===== config.mk =====
export PLATFORM = sky130hd
export DESIGN_NAME = mem_req_arbiter
export DESIGN_NICKNAME = d
export VERILOG_FILES = /design/src/rtl/mem_req_arbiter.sv
export SDC_FILE = /design/constraint.sdc
export NUM_CORES = 1
export LEC_CHECK = 0
export CORE_AREA = 2 2 117 119
export DETAILED_ROUTE_END_ITERATION = 6
export DIE_AREA = 0 0 119 121
export PLACE_DENSITY = 0.8
export SYNTH_ARGS = -nofsm -noshare
export SYNTH_HDL_FRONTEND = slang
export SYNTH_SLANG_ARGS = --single-unit

===== constraint.sdc =====
create_clock -name CLK -period 3.45 [get_ports CLK]
set_clock_uncertainty 0.05 [all_clocks]
set_input_delay 0.345 -clock CLK [delete_from_list [all_inputs] [get_ports CLK]]
set_output_delay 0.345 -clock CLK [all_outputs]
set_load 0.05 [all_outputs]

===== src/rtl/mem_req_arbiter.sv =====
// Round-robin arbiter of NUM_PORTS memory requestors onto one busy-handshaked RAM port.
// Define ARB_FIXED_PRIO_EN for fixed priority (highest index wins) instead of round-robin.
module mem_req_arbiter #(
  parameter int NUM_PORTS   = 2,
  parameter int ADDR_W      = 32,
  parameter int DATA_W      = 32,
  parameter int TIMEOUT_CYC = 16,
  parameter int CNT_W       = 8
) (
  input  logic                        CLK,
  input  logic                        RST,
  input  logic [NUM_PORTS-1:0]        req_ren,
  input  logic [NUM_PORTS-1:0]        req_wen,
  input  logic [NUM_PORTS*ADDR_W-1:0] req_addr,
  input  logic [NUM_PORTS*DATA_W-1:0] req_wdata,
  output logic [NUM_PORTS*DATA_W-1:0] req_rdata,
  output logic [NUM_PORTS-1:0]        req_ready,
  output logic [NUM_PORTS-1:0]        req_err,
  output logic                        ram_ren,
  output logic                        ram_wen,
  output logic [ADDR_W-1:0]           ram_addr,
  output logic [DATA_W-1:0]           ram_wdata,
  input  logic [DATA_W-1:0]           ram_rdata,
  input  logic                        ram_busy
);

  localparam int PTR_W = (NUM_PORTS > 1) ? $clog2(NUM_PORTS) : 1;
  localparam logic [CNT_W-1:0] TMO_LAST = CNT_W'((TIMEOUT_CYC > 0) ? TIMEOUT_CYC - 1 : 0);

  typedef enum logic [1:0] {S_IDLE, S_ISSUE, S_RESP} state_e;

  state_e               state_q;
  logic [PTR_W-1:0]     gnt_q;
  logic [PTR_W-1:0]     gnt_d;
  logic                 any_req_d;
  logic [CNT_W-1:0]     tcnt_q;
  logic [NUM_PORTS-1:0] req_any;

  assign req_any = req_ren | req_wen;

`ifdef ARB_FIXED_PRIO_EN
  // Ascending scan: the last hit, i.e. the highest requesting index, wins.
  always_comb begin
    // NOTE: every always_comb output gets a default first so no latch is inferred.
    gnt_d     = '0;
    any_req_d = 1'b0;
    for (int i = 0; i < NUM_PORTS; i++) begin
      if (req_any[i]) begin
        gnt_d     = PTR_W'(i);
        any_req_d = 1'b1;
      end
    end
  end
`else
  logic [PTR_W-1:0] rr_ptr_q;

  // Descending scan of offsets from rr_ptr: the smallest offset is written last and wins.
  always_comb begin
    int idx;
    gnt_d     = '0;
    any_req_d = 1'b0;
    idx       = 0;
    for (int i = NUM_PORTS - 1; i >= 0; i--) begin
      idx = int'(rr_ptr_q) + i;
      if (idx >= NUM_PORTS) idx = idx - NUM_PORTS;
      if (req_any[idx]) begin
        gnt_d     = PTR_W'(idx);
        any_req_d = 1'b1;
      end
    end
  end
`endif

  // NOTE: all state and outputs here are registers, so only non-blocking assignments are used.
  always_ff @(posedge CLK) begin
    if (RST) begin
      state_q   <= S_IDLE;
      gnt_q     <= '0;
      tcnt_q    <= '0;
      req_rdata <= '0;
      req_ready <= '0;
      req_err   <= '0;
      ram_ren   <= 1'b0;
      ram_wen   <= 1'b0;
      ram_addr  <= '0;
      ram_wdata <= '0;
`ifndef ARB_FIXED_PRIO_EN
      rr_ptr_q  <= '0;
`endif
    end else begin
      // Response outputs are single-cycle pulses unless set below.
      req_ready <= '0;
      req_err   <= '0;
      req_rdata <= '0;
      case (state_q)
        S_IDLE: begin
          if (any_req_d) begin
            gnt_q     <= gnt_d;
            ram_wen   <= req_wen[gnt_d];
            ram_ren   <= ~req_wen[gnt_d];
            ram_addr  <= req_addr[gnt_d*ADDR_W +: ADDR_W];
            ram_wdata <= req_wdata[gnt_d*DATA_W +: DATA_W];
            state_q   <= S_ISSUE;
          end
        end
        S_ISSUE: begin
          if (!ram_busy) begin
            req_ready[gnt_q]                 <= 1'b1;
            req_rdata[gnt_q*DATA_W +: DATA_W] <= ram_wen ? '0 : ram_rdata;
            ram_ren                          <= 1'b0;
            ram_wen                          <= 1'b0;
            state_q                          <= S_RESP;
          end else if ((TIMEOUT_CYC > 0) && (tcnt_q == TMO_LAST)) begin
            req_err[gnt_q] <= 1'b1;
            ram_ren        <= 1'b0;
            ram_wen        <= 1'b0;
            state_q        <= S_RESP;
          end else begin
            tcnt_q <= tcnt_q + 1'b1;
          end
        end
        S_RESP: begin
          tcnt_q  <= '0;
          state_q <= S_IDLE;
`ifndef ARB_FIXED_PRIO_EN
          if (int'(gnt_q) == NUM_PORTS - 1) rr_ptr_q <= '0;
          else                              rr_ptr_q <= gnt_q + 1'b1;
`endif
        end
        default: state_q <= S_IDLE;
      endcase
    end
  end

endmodule


* Word-level counts from Yosys, hierarchy flattened *
Index checks and enable logic that the tools add are counted.

cells by class
  bitwise gates (word level) = 6
  $add $sub $neg = 6
  shifts and indexed selects = 4
  multiplexer cells = 31
  eq/ne operators = 7
  order comparisons = 7
  reduce and logical (&&, ||, !) cells = 10

operators with widths
  kind                                                         number
  variable part select 64 x 7 -> 32 bit                        2
  two-way mux 32 bit                                           3
  AND 64 bit                                                   1
  less-than comparator 32 x 3 -> 1 bit, second input constant  2
  variable shift 32 x 34 -> 64 bit, first input constant       1
  variable part select 32 x 34 -> 64 bit                       1
  negation 6 -> 34 bit                                         1
  two-way mux 1 bit                                            18
  two-way mux 8 bit                                            2
  one-hot mux 8 bit (2 select lines)                           1
  adder 8 x 1 -> 8 bit, second input constant                  1
  equality test 8 x 4 -> 1 bit, second input constant          1
  two-way mux 2 bit                                            3
  inequality test 2 bit, second input constant                 3
  AND reduction 3 bit                                          2
  less-than comparator 1 x 2 -> 1 bit, second input constant   2
  NOT 1 bit                                                    4
  one-hot mux 1 bit (2 select lines)                           2
  one-hot mux 2 bit (2 select lines)                           1
  AND reduction 2 bit                                          2
  nonzero test 2 bit                                           2
  OR reduction 4 bit                                           1
  inequality test 3 bit, second input constant                 1
  OR reduction 3 bit                                           1
  other kinds (13)                                             13

storage, ports and cells
  output and inout bits = 134
  logic and storage cells = 82
  register bits = 146
  input bits = 167

* Depth between registers and ports, before layout *
Gate-level depths: netlist (run 1).

  depth after elaboration = 13
  depth in mapped cells = 6
  mapped depth without buffers = 5

* Worst setup path after synthesis (run 1) *
Ideal clock, no wire load.

  path kind = reg2reg
  start point = reg tcnt_q[0]
  end point = reg ram_ren
  clock period less this slack = 1.621 ns
  required time = 3.263 ns
  setup slack = 1.829 ns
  setup time = 0.137 ns
  buffers on the path = 1
  arrival = 1.434 ns
  stages on the path, launching flop included = 7
  path through = dfxtp_1 ha_1 and3_1 clkbuf_1 nand2_1 a311oi_1 o32ai_1

on the way
  cells in the longest elaborated chain, start to end = 3

ends and longest elaborated chain
  element                                 RTL line  source
  start, declared                         36        logic [CNT_W-1:0] tcnt_q;
  start signal, assigned                  119       tcnt_q <= tcnt_q + 1'b1;
  equality test 8 x 4 -> 1 bit            113       end else if ((TIMEOUT_CYC > 0) && (tcnt_q == TMO_LAST)) begin
  inequality test 3 bit (no source line)  n/a
  AND reduction 3 bit (no source line)    n/a
  end signal, assigned                    100       ram_ren <= ~req_wen[gnt_d];
  end, declared                           19        output logic ram_ren,

Every way passes these cells.
A chain may end at the register's enable or synchronous reset.

* Worst setup path after layout (run 1) *
  start point = reg ram_wdata[30]
  end point = out ram_wdata[30]

RTL lines
  element                 RTL line  source
  start, declared         22        output logic [DATA_W-1:0] ram_wdata,
  start signal, assigned  102       ram_wdata <= req_wdata[gnt_d*DATA_W +: DATA_W];

No word-level cell between the ends.

==> impl_metrics.tcl, run 1 <==
set metrics [dict create \
    dp_cells 1057 \
    synthMostInstantiatedCell "dfxtp_1" \
    die_w_um 119 \
    cts_tree "done" \
    cts-root-buf "clkbuf_16" \
    synth.distinct_cells 33 \
    portBuffers 300 \
    whs_path_depth 3 \
    synthArstFlopShare 0 \
    hold_path_class "input pin to flop" \
    hp-start "RST" \
    fp.dieArea_mm2 0.01440 \
    via_per_inst 4.887 \
    r2r_cells 5 \
    grt_antenna_before_repair 0 \
    post-cts-setup-buffers 0 \
    core_area_mm2 0.01309 \
    fillerInstances 1007 \
    fin_cells 1089 \
    nets 1068 \
    htreeDepth 4 \
    path_max_fanout 2 \
    ant_nets 0 \
    hpwl_mm 12.51 \
    rr_endpoint "req_rdata[5]$_SDFF_PP0_" \
    crit_chain "clkdlybuf4s50_1" \
    yosys.area_share.xor_xnor 0.01153 \
    crit_buf_inv 1 \
    clock_latency_ps 410 \
    ys_ff_latch 146 \
    drive_gt1_frac 0.06024 \
    synth_compound_area_frac 0.1281 \
    antenna_cells 0 \
    initial_core_util 0.4062 \
    end_kind "primary output" \
    critPathRequiredTime_ps 3050 \
    multi_input_area_mm2 0.002191 \
    tns_ps 0 \
    start_kind "flop" \
    gr-usage-all-layers 0.2334 \
    clkSinkCount 146 \
    grt-ovfl-total 0 \
    synthCells 614 \
    synthSimpleGateAreaFrac 0.2655 \
    postLayoutCoreUtil 0.6975 \
    fin_crit_ps 2023 \
    synth_top_area_share 0.5499 \
    power_uw 5175 \
    ys_top_cells_by_area "dfxtp_1, a311oi_1, nor2_1, nand2_1, nand2b_1" \
    synth_seq_area_share 0.5499 \
    dr_total_vias 5322 \
    cts_max_path_buffers 2 \
    relSlewSlack 0.4783 \
    grt_pass1_wl_mm 25.97 \
    drt-total-wl_mm 17.02 \
    synth_flop_cell "dfxtp_1" \
    num_io_pins 301 \
    min_to "state_q[1]$_SDFFE_PP0P_" \
    grt_start_max_net_pins 75 \
    place.gp.congestion 0.7992 \
    setup_viol 0 \
    slew_viol_final 0 \
    synth_area_mm2 0.005315 \
    cts.clk_slew.worst_paths_ps 60 \
    rows 42 \
    grt_setup_unrepaired "false" \
    fmax_ghz 0.4943 \
    ir_drop_mv 0.2994 \
    ff2ff_setup_slack_ps 1600 \
    outcome "finished clean" \
    syn_to_final_growth_pct 71.70 \
    synth.area.mux_share 0.001883 \
    drv_cap 0 \
    cp_slowest_cell "clkdlybuf4s50_1" \
    p_leak_uw 0.003534 \
    wl_per_cell_um 15.63 \
    syn_nets 782 \
    grt_pass1_vias 5004 \
    synth_fa_ha_area_frac 0.002354 \
    die_y_um 121 \
    synth_top_family_by_area "simple AND/OR/NAND/NOR gates" \
    fin_crit_sh 0.5864 \
    synth_warnings 0 \
    synth.top_cells.by_count "dfxtp_1, nor2_1, nand2_1, a311oi_1, nand2b_1" \
    reg2reg_from "state_q[0]$_SDFFE_PP0P_" \
    register_area_mm2 0.002923 \
    powerDensity_mw_per_mm2 567.0 \
    drtIter0Drc 272 \
    max_stage_delay_ps 840 \
    dr.pass1.iters 4 \
    cts_buffers 17 \
    hold_viol 0 \
    synth_edf_count 0 \
    arrival_ps 1630 \
    whs_ps 184.5 \
    yosysTopAreaCell "dfxtp_1" \
    worstMarginPinSlew_ps 782.5 \
    path_class "flop to primary output" \
    cts_hold_buf 0 \
    drc 0 \
    cpLargestDelayFamily "buffers and inverters" \
    syn_avg_cell_area_um2 8.657 \
    worstSetupStartpoint "ram_wdata[30]$_SDFFE_PP0P_" \
    ctsResizeCount 0 \
]
power breakdown:
part	switching (uW)	internal, uW	leakage, uW
Combinational	785	524	0.00203
Clock	734	1240	0.000310
Sequential	72.4	1810	0.00120
Total	1590	3580	0.00353
metal layers:
| metal | wire length [um] | GRT usage | vias to the layer above |
|---|---|---|---|
| met2 | 8216 | 0.3955 | 258 |
| met4 | 586 | 0.09896 | 0 |
| met5 | 0 | 0 | - |
| met3 | 1503 | 0.09492 | 37 |
| li1 | - | - | 2637 |
| met1 | 6712 | 0.2592 | 2390 |
layout by cell type, fill, tap and decap left out, drive strengths merged:
master / instances
bufinv: 4
nor2b: 2
nor4: 3
nand3b: 1
or2: 1
a211oi: 3
o22a: 1
ha: 1
nor2: 142
xnor2: 7
nand2b: 36
clkdlybuf4s50: 299
clkinv: 3
a21oi: 4
nor3b: 1
dfxtp: 146
nand2: 135
buf: 15
nor4b: 1
a2111oi: 2
nand3: 1
nand4b: 1
o2bb2ai: 1
a311oi: 65
clkinvlp: 1
or3: 1
and3: 1
o22ai: 1
nand4: 1
nor3: 4
clkbuf: 19
inv: 8
mux2i: 1
o32ai: 1
sequential cells by signal, summed over array words and instances, names as in the netlist:
name,cells
tcnt_q,8
gnt_q,1
ram_wen,1
state_q,2
ram_wdata,32
ram_addr,32
req_rdata,64
req_ready,2
rr_ptr_q,1
req_err,2
ram_ren,1
worst max-delay path by stage:
| stage | endpoint | depth (start not counted) |
|---|---|---|
| floorplan | ram_ren$_SDFFE_PP0P_ | 6 |
| global placement | ram_addr[31]$_SDFFE_PP0P_ | 6 |
| detailed placement | ram_wdata[5]$_SDFFE_PP0P_ | 6 |
| CTS | ram_wdata[30] | 1 |
| global route | ram_addr[27]$_SDFFE_PP0P_ | 6 |
| finish | ram_wdata[30] | 1 |
cell families (layout without fill, tap and decap cells):
| kind of cell | after synthesis | in the layout |
|---|---|---|
| AOI/OAI and AO/OA | 78 | 78 |
| xor gates and xnor gates | 7 | 7 |
| adders and majority gates | 1 | 1 |
| buffers and inverters | 50 | 349 |
| DFF | 146 | 146 |
| muxes | 1 | 1 |
| and+or+nand+nor | 331 | 331 |
layout make-up:
type                    instances  share of cell area
well taps                     176             0.02413
multi-input cells             418              0.2401
repair buffers                314              0.3441
flip-flops and latches        146              0.3203
clock buffers                  19             0.04853
inverters                       3            0.001234
clock inverters                13             0.02166
through the flow:
step	setup WS (ps)	area [um^2]
global route	1279	9126
global placement	1074	8486
finish	1427	9126
detailed placement	1016	8486
CTS	1396	9126
floorplan	1829	5315
Power figures use the tool's default switching activity.
==> inputs of run 2 (changes only) <==
- CORE_AREA: 2 2 117 119 -> 2 2 127 129
- DIE_AREA: 0 0 119 121 -> 0 0 129 131
- PLACE_DENSITY: 0.8 -> 0.72
- clock period: 3.45 -> 1.8 ns (I/O delays scaled with it)
==> impl_metrics.tcl, run 2 (synthesized netlist as in run 1, its figures left out) <==
set metrics [dict create \
    end_kind "primary output" \
    num_io_pins 301 \
    hold_path_class "input pin to flop" \
    outcome "finished clean" \
    p_seq_frac 0.373 \
    drive_gt1_frac 0.08865 \
    fp.dieArea_mm2 0.01690 \
    portBuffers 300 \
    pwr-share-clk 0.374 \
    dr.pass1.iters 4 \
    fin_crit_ps 1774 \
    dr_total_vias 5290 \
    hold_viol 0 \
    clock_latency_ps 420 \
    cp_slowest_cell "clkdlybuf4s50_1" \
    cts_tree "done" \
    nets 1081 \
    ir_drop_mv 0.5918 \
    start_kind "flop" \
    power.switching_uw 3026 \
    drv_cap 0 \
    hpwl_mm 12.47 \
    pre_cts_slack_ps -174.3 \
    cts_max_path_buffers 2 \
    slew_viol_final 0 \
    die_y_um 131 \
    mostFrequentLayoutCells "clkdlybuf4s50_1, dfxtp_1, nor2_1" \
    fmax_ghz 0.5636 \
    rows 46 \
    worstMarginPinSlew_ps 539.9 \
    place.gp.congestion 0.7714 \
    crit_chain "clkdlybuf4s50_1" \
    reg.largest.list "req_rdata (64), ram_addr (32), ram_wdata (32)" \
    cts_buffers 17 \
    core_area_mm2 0.01560 \
    setup_ws_ps 25.79 \
    grt-ovfl-total 0 \
    grt_start_max_net_pins 75 \
    p_int_uw 6624 \
    powerDensity_mw_per_mm2 1041 \
    max_stage_delay_ps 820 \
    via_per_inst 4.636 \
    drc 0 \
    wl_per_cell_um 15.06 \
    setup_viol 0 \
    largest_register_ffs 64 \
    grt_pass1_wl_mm 25.65 \
    combPwrFrac 0.253 \
    cts.clk_slew.worst_paths_ps 60 \
    drt-total-wl_mm 17.18 \
    regMostFlops "req_rdata" \
    layout_commonest_cell "clkdlybuf4s50_1" \
    grt_setup_unrepaired "false" \
    drtIter0Drc 263 \
    post-cts-setup-buffers 0 \
    p_leak_uw 0.004264 \
    ant_nets 0 \
    path_max_fanout 1 \
    fin_crit_sh 0.9857 \
    htreeDepth 4 \
    arrival_ps 1540 \
    syn_to_final_growth_pct 74.48 \
    cpLargestDelayFamily "buffers and inverters" \
    relSlewSlack 0.6389 \
    path_class "flop to primary output" \
    cts-root-buf "clkbuf_16" \
    initial_core_util 0.3408 \
    postLayoutCoreUtil 0.5946 \
    dpl_cell_area_mm2 0.008668 \
    crit_buf_inv 1 \
    critPathRequiredTime_ps 1570 \
    die_w_um 129 \
    antenna_cells 0 \
    stdcell_area_mm2 0.009274 \
    swShare 0.3136 \
    gr-usage-all-layers 0.1967 \
    clkSinkCount 146 \
    grt_antenna_before_repair 0 \
    grt_pass1_vias 4944 \
]
[run 2: cell types whose count changed in the layout (fill, tap and decap cells not counted), sizes merged]
cell           delta
dlygate4sd2      +49
clkbuf            +1
clkinvlp          +2
inv               -2
dlymetal6s2s     +27
clkinv            -1
clkdlybuf4s50    -92
bufinv            -1
buf              +29
[run 2: what timing repair did]
item	4_1_cts	5_1_grt
gates resized for setup	49	27
endpoints found under the setup margin	49	27
endpoints found under the hold margin	0	0
hold buffers	0	0
pin swaps	0	0
[run 2: metrics by stage]
step | setup TNS [ps] | total power (uW) | cells | hold WS [ps]
finish | 0 | 9650 | 1141 | 58.20
global placement | -866.4 | 6203 | 1110 | 417.0
floorplan | 0 | 5144 | 614 | 281.1
CTS | 0 | 9751 | 1141 | 40.18
global route | 0 | 10050 | 1141 | 61.87
detailed placement | -3998 | 6230 | 1110 | 424.6
[run 2: worst register-to-register path, stage by stage (launching register included)]
cell,delay (ps)
dfxtp_1,330
ha_1,220
and3_1,190
buf_4,160
a2111oi_2,340
xnor2_1,160
nor2_1,50
[run 2: cell type report]
class	instances	area (um^2)
fill	1394	6324
clock inverter	11	152.6
clock buffer	20	446.7
inverter	3	11.26
tap	216	270.3
sequential	146	2923
multi-input combinational	418	2191
timing repair buffer	327	3279
[run 2: final timing paths]
kind,slack [ps],to,from,depth (start not counted)
worst max-delay path,30,req_rdata[26],req_rdata[26]$_SDFF_PP0_,1
worst min register to register,430,ram_wen$_SDFFE_PP0P_,ram_wen$_SDFFE_PP0P_,2
worst min-delay path,60,state_q[1]$_SDFFE_PP0P_,RST,3
worst max register to register,210,tcnt_q[5]$_SDFFE_PP0P_,tcnt_q[0]$_SDFFE_PP0P_,6
[run 2: routing by layer]
layer,up-vias,wire (um),track usage
met3,19,1740,0.08754
met4,0,219,0.06266
met2,225,8484,0.3392
met1,2378,6737,0.2184
met5,-,0,0
li1,2668,-,-
[run 2: power by group through the flow]
stage / sequential [uW] / clock [uW] / combinational, uW
6_report: 3600 / 3610 / 2440
5_1_grt: 3630 / 3820 / 2600
4_1_cts: 3600 / 3690 / 2460
3_5_place_dp: 3680 / 0 / 2550
3_3_place_gp: 3670 / 0 / 2530
2_1_floorplan: 4470 / 0 / 673
